[config.mk]
export PLATFORM = sky130hd
export DESIGN_NAME = serial_subtractor
export DESIGN_NICKNAME = d
export VERILOG_FILES = /design/src/rtl/alu_pkg.sv /design/src/rtl/full_subtractor_bit.sv /design/src/rtl/serial_subtractor.sv
export SDC_FILE = /design/constraint.sdc
export NUM_CORES = 1
export LEC_CHECK = 0
export ABC_AREA = 1
export CORE_ASPECT_RATIO = 0.6
export CORE_MARGIN = 2
export CORE_UTILIZATION = 45
export CTS_CLUSTER_DIAMETER = 40
export CTS_CLUSTER_SIZE = 8
export DETAILED_ROUTE_END_ITERATION = 16
export DONT_BUFFER_PORTS = 1
export HOLD_SLACK_MARGIN = 0.12
export PLACE_DENSITY = 0.66
export SLEW_MARGIN = 10
export SYNTH_ARGS = -nofsm -noshare
export SYNTH_HDL_FRONTEND = slang
export SYNTH_SLANG_ARGS = --single-unit
[constraint.sdc]
create_clock -name clk -period 3.56 [get_ports clk]
set_input_delay 0.534 -clock clk [delete_from_list [all_inputs] [get_ports clk]]
set_output_delay 0.534 -clock clk [all_outputs]
set_load 0.01 [all_outputs]
[src/rtl/alu_pkg.sv]
// Shared definitions for the tinygrad ALU serial ops: FSM encoding and sizing helpers.
package alu_pkg;

  typedef enum logic [1:0] {
    IDLE = 2'd0,
    RUN  = 2'd1,
    DONE = 2'd2
  } state_t;

  localparam int DEF_WIDTH = 8;

  // Bit-counter width; floor of 1 keeps the declaration legal for tiny widths.
  function automatic int cnt_width(input int w);
    return (w > 1) ? $clog2(w) : 1;
  endfunction

endpackage

[src/rtl/full_subtractor_bit.sv]
// One-bit full subtractor: d = a - b - bin, bout set when the bit borrows.
module full_subtractor_bit (
  input  logic a,
  input  logic b,
  input  logic bin,
  output logic d,
  output logic bout
);

  assign d    = a ^ b ^ bin;
  assign bout = (~a & b) | (~(a ^ b) & bin);

endmodule

[src/rtl/serial_subtractor.sv]
// Bit-serial a - b, LSB first, one bit per cycle; WIDTH+1-bit two's-complement result.
module serial_subtractor
  import alu_pkg::*;
#(
  parameter int WIDTH = DEF_WIDTH
) (
  input  logic             clk,
  input  logic             rst,
  input  logic             in_valid,
  output logic             in_ready,
  input  logic [WIDTH-1:0] a,
  input  logic [WIDTH-1:0] b,
  output logic             out_valid,
  input  logic             out_ready,
  output logic [WIDTH:0]   diff
);

  localparam int CW = cnt_width(WIDTH);

  state_t           state;
  logic [WIDTH-1:0] a_sr, b_sr;
  logic [WIDTH-2:0] res_sr;
  logic [WIDTH-2:0] res_shift;
  logic [CW-1:0]    cnt;
  logic             borrow;
  logic             d, bout;

  full_subtractor_bit u_fs (
    .a   (a_sr[0]),
    .b   (b_sr[0]),
    .bin (borrow),
    .d   (d),
    .bout(bout)
  );

  // Result bits enter at the top and drift down; the final bit never lands in res_sr.
  always_comb begin
    res_shift = (WIDTH-1)'({d, res_sr} >> 1);
  end

  always_ff @(posedge clk) begin
    if (rst) begin
      state     <= IDLE;
      in_ready  <= 1'b1;
      out_valid <= 1'b0;
      diff      <= '0;
      cnt       <= '0;
      borrow    <= 1'b0;
      a_sr      <= '0;
      b_sr      <= '0;
      res_sr    <= '0;
    end else begin
      case (state)
        IDLE: begin
          if (in_valid) begin
            a_sr     <= a;
            b_sr     <= b;
            res_sr   <= '0;
            cnt      <= '0;
            borrow   <= 1'b0;
            in_ready <= 1'b0;
            state    <= RUN;
          end
        end
        RUN: begin
          a_sr   <= a_sr >> 1;
          b_sr   <= b_sr >> 1;
          res_sr <= res_shift;
          borrow <= bout;
          cnt    <= cnt + 1'b1;
          if (cnt == CW'(WIDTH-1)) begin
            diff      <= {bout, d, res_sr};
            out_valid <= 1'b1;
            state     <= DONE;
          end
        end
        DONE: begin
          if (out_ready) begin
            out_valid <= 1'b0;
            in_ready  <= 1'b1;
            state     <= IDLE;
          end
        end
        default: begin
          out_valid <= 1'b0;
          in_ready  <= 1'b1;
          state     <= IDLE;
        end
      endcase
    end
  end

endmodule

==> out/results.md <==
| Group | Parameter | Value |
|:---|:---|:---|
| sta | Final cycle utilization of the critical path | 55.23% |
| sta | Unrepaired setup endpoints after global routing | false |
| worst setup path | RR Endpoint | diff[7] |
| final layout | Final layout net count | 208 |
| logic synthesis | Count of flip-flops with a built-in enable after synthesis | 0 |
| worst setup path | Crit path launch | state[0] |
| final layout | Share of post-route cells with drive strength above 1 | 6.452% |
| logic synthesis | Portion of the post-synthesis area used by sequential elements | 51.04% |
| worst setup path | Type of the setup path with the least slack | reg2reg |
| worst setup path | Critical path launch point type | flop |
| sta | Final slew viol count | 0 |
| route | Wire length after detailed routing | 3267 um |
| clock tree | Reg clk slew, reported paths | 80 ps |
| worst setup path | Number of cell instances on the worst register-to-register path | 5 |
| logic synthesis | Cell area after technology mapping | 0.001569 mm^2 |
| logic synthesis | Average instance area after synthesis | 8.215 um^2 |
| pwr | Total design power | 863.3 uW |
| pwr | Worst ir drop on vdd | 246.0 uV |
| sta | Final critical delay including setup and external delays | 1966 ps |
| route | Total vias in the final route | 1297 |
| clock tree | Source-to-sink clock delay at the later pin of the worst-skew pair | 280 ps |
| floorplan | Die height | 49.74 um |
| floorplan | Row count | 16 |
| sta | FMAX | 508.6 MHz |
| route | Detailed-route wire length per cell | 14.14 um |
| min path | Hold/Removal Path Class | in2reg |
| logic synthesis | Flip-flop cell with the highest count after synthesis | dfxtp_1 |
| final layout | Number of diodes added for antenna fixing | 0 |
| worst setup path | Data arrival time of the worst path | 2140 ps |
| run | Number of max-cap violations | 0 |
| sta | Number of failing setup endpoints in the final timing report | 0 |
| clock tree | Post-CTS setup buffer count | 0 |
| worst setup path | Maximum fanout along the worst path | 35 |
| outcome | Run status | completed |
| floorplan | Area of the core | 0.003303 mm^2 |
| logic synthesis | Most frequent cells after synthesis | 40 x dfxtp_1, 40 x nand2_1, 38 x a21oi_1 |
| worst setup path | Critical path capture point | diff[7] |
| logic synthesis | Net count after synthesis | 214 |
| sta | Final-layout setup total negative slack | 0 ps |
| global routing | Vias in the first global route | 1206 |
| clock tree | TritonCTS clock tree | done |
| logic synthesis | Most area-hungry cell type in the Yosys netlist | dfxtp_1 |
| clock tree | Cell chosen for the clock root | clkbuf_8 |
| clock tree | Number of buffers between clock root and the deepest sink | 2 |
| clock tree | H-tree Lvls | 2 |
| global routing | Maximum number of pins on one net before global-route repair | 36 |
| sta | Slew at the pin closest to its max-slew limit | 698.9 ps |
| route | Number of vias per cell after detailed routing | 5.615 |
| global routing | Wire length of the first global-routing pass | 5423 um |
| global routing | Antenna violations before repair | 0 |
| logic synthesis | Library cells used by synthesis | 20 |
| sta | Final Skew | 6.549 ps |
| floorplan | X dimension of the die | 80.23 um |
| route | # DRC | 0 |
| floorplan | I/O pin count | 31 |
| route | Iteration count of the initial detailed-routing pass | 4 |
| logic synthesis | Top cells by area in the synthesized netlist | dfxtp_1 51%, a21oi_1 12%, nand2_1 9.6%, o22ai_1 5.6%, o21ai_0 4.8% |
| logic synthesis | Flip-flop and latch count after synthesis | 40 |
| clock tree | Number of hold buffers added after CTS | 0 |
| place | Dpl cells | 223 |
| worst setup path | Crit path required time | 3730 ps |
| pwr | Cell Pwr Density | 527.5 mW/mm^2 |
| route | Number of antenna-violating nets in the routed design | 0 |
| global routing | Aggregate global routing overflow | 0 |
| logic synthesis | Async S/R FF share, synth | 0% |
| floorplan | Initial Util | 47.50% |
| clock tree | CTS-repair resized insts | 0 |
| final layout | Layout Cells excl Fill | 231 |
| logic synthesis | Synth top area share | 51.04% |
| place | Routability cong. | 0.7532 |
| logic synthesis | Number of standard cells after synthesis | 191 |
| worst setup path | Category of the worst setup path capture point | flop |
| clock tree | CTS Buf Count | 5 |
| worst setup path | Crit Reg-Reg Startpoint | state[0] |
| place | Number of input and output port buffers inserted | 0 |
| clock tree | # clock sinks | 40 |
| worst setup path | Worst reg-to-reg setup slack | 1590 ps |
| sta | Number of hold-slack violations in the final timing report | 0 |
| global routing | Gr usage total | 17.54% |
| sta | Worst slew margin relative to its limit | 53.30% |
| pwr | Leakage | 0.0005871 uW |
| floorplan | Die Outline Area | 0.003991 mm^2 |
| place | Post-DP HPWL | 2135 um |
| final layout | Layout overhead on the synthesized area | 4.306% |
| logic synthesis | Synthesis Warnings | 0 |
| route | Violation count after the first detailed-route iteration | 120 |
state kept, by name, summed over array words and instances (netlist names):
register,cells
diff,9
a_sr,8
b_sr,8
res_sr,7
cnt,3
state,2
borrow,1
in_ready,1
out_valid,1
cells in the final DEF (no fill, tap or decap), drive strengths merged:
| cell type | instances |
|---|---|
| nor3 | 1 |
| nand2 | 42 |
| inv | 8 |
| o22ai | 14 |
| nor2 | 3 |
| ha | 2 |
| dfxtp | 40 |
| o21a | 1 |
| nand3 | 12 |
| fa | 1 |
| a21o | 1 |
| o21ai | 15 |
| clkbuf | 8 |
| a21oi | 38 |
routing by layer:
metal	share of wire, %	GRT usage, %
met1	48	23.40
met2	42	23.89
met3	8.1	7.509
met4	1.6	9.040
met5	0	0
cell type report:
cell class                 count  area, um^2
inverter                       8       30.03
multi-input combinational    130       659.4
clock buffer                   8       90.09
fill                         330        1667
tap                           45       56.30
sequential                    40       800.8
how the worst min path moves through the flow:
stage,start,end,slack [ps],cells past startpoint
2_1_floorplan,cnt[0],cnt[0],430,1
3_3_place_gp,borrow,borrow,440,2
3_5_place_dp,res_sr[0],res_sr[0],450,2
4_1_cts,rst,diff[5],300,1
5_1_grt,rst,diff[0],290,1
6_report,rst,out_valid,310,1
cell families after synthesis:
group	after synthesis	synth area share, %
DFF	40	51.04
and+or+nand+nor	58	15.71
buffers and inverters	21	6.938
adders and majority gates	3	2.871
AOI/OAI and AO/OA	69	23.44
stage by stage:
step                      instance area (um^2)  util (%)  hold WS [ps]  setup slack, ps
final                                     1637     49.55         305.1             1594
after floorplan                           1569         -         428.4             2300
after detailed placement                  1546     46.82         447.9             1626
after global placement                    1546     46.82         442.8             1759
after CTS                                 1637     49.55         300.0             1626
after global routing                      1637     49.55         286.9             1400
where the power goes:
part           total [uW]  leakage, uW  switching [uW]  internal [uW]
Combinational        74.9     0.000214            49.1           25.7
Clock                 305    0.0000455             147            158
Sequential            484     0.000327            13.4            470
Total                 863     0.000587             209            654
critical path, stage by stage (launching register included):
cell	delay, ps
dfxtp_1	410
inv_2	170
nor2_4	580
nand2_1	430
nand2_1	170
a21oi_1	80
(Power assumes the default switching activity.)
==> RTL change 1, RTL diff (config.mk and constraints unchanged) <==
Re-encode `state_t` (3 states) as one-hot, 3 bits wide.
--- a/src/rtl/alu_pkg.sv
+++ b/src/rtl/alu_pkg.sv
@@ -2,8 +2,8 @@
 package alu_pkg;
 
-  typedef enum logic [1:0] {
-    IDLE = 2'd0,
-    RUN  = 2'd1,
-    DONE = 2'd2
+  typedef enum logic [2:0] {
+    IDLE = 3'b001,
+    RUN  = 3'b010,
+    DONE = 3'b100
   } state_t;
 
Formal check against the unedited RTL: same outputs for any inputs over 10 cycles, from zero or initial values and one cycle with rst high; not proved beyond that.
==> RTL change 1 against the unedited design <==
- global-route usage up 0.41 points
- clock skew down 0.0013 ns
- worst setup slack better by 0.24 ns
- wire length up 17%
- largest power group unchanged
- cell area up 21%
- area after synthesis up 19%
- non-clock buffer count up 1
- sequential cell count up 1
- critical path depth up 1
- power up 17%
- combinational power up 56%
==> RTL change 1: results (changes against the unedited design) <==
Post-Place Setup Slack=1.85 ns (was 1.63 ns); synth top area cells=dfxtp_1 44%, nand2_1 15%, nand3_1 12% (was dfxtp_1 51%, a21oi_1 12%, nand2_1 9.6%); FFs & Latches=41 (was 40); Non-CTS inverters=25 (was 8); wl on met1=1970 um (was 1570 um); Initial DRC Count=104 (was 120); status=complete, no violations (unchanged); DP HPWL=2440 um (was 2140 um); # fillers=398 (was 330); nonclk buf count=1 (was 0); pin count of the biggest net entering global routing=34 (was 36); #MultiIn Comb=190 (was 130); Final clock-cell share=6.08% (was 5.50%); Data arrival, critical path=1.92 ns (was 2.14 ns); worst skew pair latency=0.30 ns (was 0.28 ns); Post-synth top cells=76 x nand2_1, 45 x nand3_1, 41 x dfxtp_1 (was 40 x dfxtp_1, 40 x nand2_1, 38 x a21oi_1); gr usage total=17.9% (was 17.5%); share of layout cells above drive strength 1=7.17% (was 6.45%); Worst Tran Pin Value=0.725 ns (was 0.699 ns); Cells after DPL=307 (was 223); clk_skew=0.00526 ns (was 0.00655 ns); drt total wl=3820 um (was 3270 um); vias per cell=4.97 (was 5.61); slowest CP cell=nand3_2 (was nor2_4); internal power=0.756 mW (was 0.654 mW)
## RTL change 1: cell count changes in the layout (fill, tap and decap cells not counted), moves of 2 or more
cell,change
nor2_1,+30
nor2_2,+3
o21ai_0,-13
nand3_1,+33
clkbuf_1,-2
o22ai_1,-14
inv_1,+17
a21oi_1,-14
nand2_1,+36
## RTL change 1: layer usage
metal  up-vias  global-route usage, %
met5         -                      0
met4         0                   7.81
met3         8                   6.90
met2        32                   24.3
met1       688                   25.2
li1        839                      -
## RTL change 1: path summary, 6_finish.rpt
check | from | cells after the start | slack [ns] | to
min reg2reg | cnt[0] | 1 | 0.46 | cnt[0]
min | rst | 1 | 0.30 | a_sr[7]
max reg2reg | state[2] | 6 | 1.83 | diff[0]
max | state[2] | 6 | 1.83 | diff[0]
## RTL change 1: power groups by stage
stage / combinational [mW] / clock, mW / sequential, mW
floorplan: 0.106 / 0 / 0.511
global placement: 0.117 / 0 / 0.515
detailed placement: 0.117 / 0 / 0.515
CTS: 0.118 / 0.401 / 0.504
global route: 0.138 / 0.418 / 0.508
finish: 0.117 / 0.391 / 0.504
## RTL change 1: cells by family after synthesis
kind of cell,count (synthesis),share of synthesized area (%)
buf+inv,39,9.02
compound gates,26,7.00
flops,41,44.1
simple gates,161,37.4
fa+ha+maj,3,2.42
## RTL change 1: through the flow
stage          instance area [um2]  util [%]  power (mW)
2_1_floorplan                 1860         -       0.618
3_3_place_gp                  1860      46.0       0.632
3_5_place_dp                  1860      46.0       0.632
4_1_cts                       1980      49.0        1.02
5_1_grt                       1980      49.0        1.06
6_report                      1980      49.0        1.01
## RTL change 1: worst register-to-register path: cells and delay by family (launching register included)
family,cells,cell delay [ns]
AND/OR/NAND/NOR,4,0.72
flip-flops,1,0.31
buffers and inverters,2,0.58
==> RTL change 2, RTL diff (same settings) <==
Without the edit above. Change the package constant `DEF_WIDTH` from 8 to 7.
--- a/src/rtl/alu_pkg.sv
+++ b/src/rtl/alu_pkg.sv
@@ -8,5 +8,5 @@
   } state_t;
 
-  localparam int DEF_WIDTH = 8;
+  localparam int DEF_WIDTH = 7;
 
   // Bit-counter width; floor of 1 keeps the declaration legal for tiny widths.
Interface: changed (resized a, b and diff); port bits go from 31 to 28. The function was not compared with the original's and may differ.
==> RTL change 2 against the unedited design <==
- power up 7.7%
- worst setup slack gained 0.16 ns
- cell area up 11%
- critical path type unchanged
- sequential cell count decreased by 4
- area after synthesis is 8.9% higher
- maximum frequency rose by 9.1%
- wire length fell by 4.0%
- clock skew fell by 0.0044 ns
- largest cell class is now multi-input gates
==> RTL change 2: results (changes against the unedited design) <==
# Post-CTS Setup Buffers=0 (unchanged); worst hold slack=0.304 ns (was 0.305 ns); biggest regs=diff x8, a_sr x7, b_sr x7 (was diff x9, a_sr x8, b_sr x8); routed vias=1383 (was 1297); xor/xnor share of the synthesized area=0% (unchanged); worst vdd ir=0.000214 V (was 0.000246 V); slowest CP cell=dfxtp_1 (was nor2_4); DP HPWL=2080 um (was 2140 um); status=complete, no violations (unchanged); worst reg2reg path depth=5 (unchanged); hold_sp=rst (unchanged); FF-to-FF End=diff[6] (was diff[7]); adder-cell share of the synthesized area=2.64% (was 2.87%); Compound-Gate Fraction of Synth Area=8.28% (was 23.4%); gr usage total=16.2% (was 17.5%); Distinct cells, synth=17 (was 20); Data arrival, critical path=1.99 ns (was 2.14 ns); # fillers=394 (was 330); worst hold endpoint=res_sr[0] (was out_valid); Critical Path Fanout Max=18 (was 35); internal power=0.704 mW (was 0.654 mW); synth top area cells=dfxtp_1 42%, nand2_1 22%, inv_1 10% (was dfxtp_1 51%, a21oi_1 12%, nand2_1 9.6%); Post-synth top cells=99 x nand2_1, 46 x inv_1, 36 x dfxtp_1, 36 x nor2_1, 24 x a21oi_1 (was 40 x dfxtp_1, 40 x nand2_1, 38 x a21oi_1); # nets final=281 (was 208); sequential fraction of the synthesis area=42.2% (was 51.0%); Initial DRC Count=101 (was 120); clk_skew=0.00218 ns (was 0.00655 ns); syn nets=285 (was 214); gpl congestion=0.811 (was 0.753); r2r setup slk=1.76 ns (was 1.59 ns); first-pass GRT wire length=5380 um (was 5420 um); vias in the first global route=1203 (was 1206); Leak=0.863 nW (was 0.587 nW); drt total wl=3140 um (was 3270 um); Worst Tran Pin Value=0.802 ns (was 0.699 ns); first drt pass iteration count=6 (was 4); slowest stage delay, CP=0.75 ns (was 0.58 ns); share of layout cells above drive strength 1=4.98% (was 6.45%)
==> RTL change 2: cell type report <==
type / count / area (um2) / area share [%]
Sequential cell: 36 / 721 / 39.7
Tap cell: 47 / 58.8 / 3.24
Inverter: 47 / 176 / 9.72
Clock buffer: 7 / 96.3 / 5.31
Multi-Input combinational cell: 170 / 732 / 40.3
Clock inverter: 1 / 30.0 / 1.66
==> RTL change 2: how the worst max path moves through the flow <==
stage | from | endpoint | slack, ns | cells after the start
after floorplan | cnt[0] | diff[0] | 2.41 | 8
after global placement | state[0] | diff[7] | 1.82 | 5
after detailed placement | state[0] | diff[6] | 1.75 | 5
after CTS | state[0] | diff[6] | 1.74 | 5
after global routing | state[0] | diff[4] | 1.56 | 5
final | state[0] | diff[6] | 1.76 | 5
==> RTL change 2: routing by layer <==
metal / vias up / GRT usage [%] / part of all wire (%)
li1: 760 / - / -
met1: 590 / 22.0 / 56
met2: 31 / 22.2 / 37
met3: 2 / 7.62 / 6.6
met4: 0 / 6.45 / 0.80
met5: - / 0 / 0
==> RTL change 2: power by group through the flow <==
stage	Sequential, mW	Clock (mW)	Combinational (mW)
after floorplan	0.439	0	0.0936
after global placement	0.445	0	0.0964
after detailed placement	0.445	0	0.0958
after CTS	0.436	0.402	0.0968
after global routing	0.439	0.423	0.112
final	0.436	0.398	0.0957
==> RTL change 2: stage by stage <==
step           worst slack, ns  area, um2  util [%]  cells
5_1_grt                   1.56       1810      49.6    308
3_3_place_gp              1.82       1690      46.1    300
2_1_floorplan             2.41       1710         -    264
3_5_place_dp              1.75       1690      46.1    300
4_1_cts                   1.74       1810      49.6    308
6_report                  1.76       1810      49.6    308
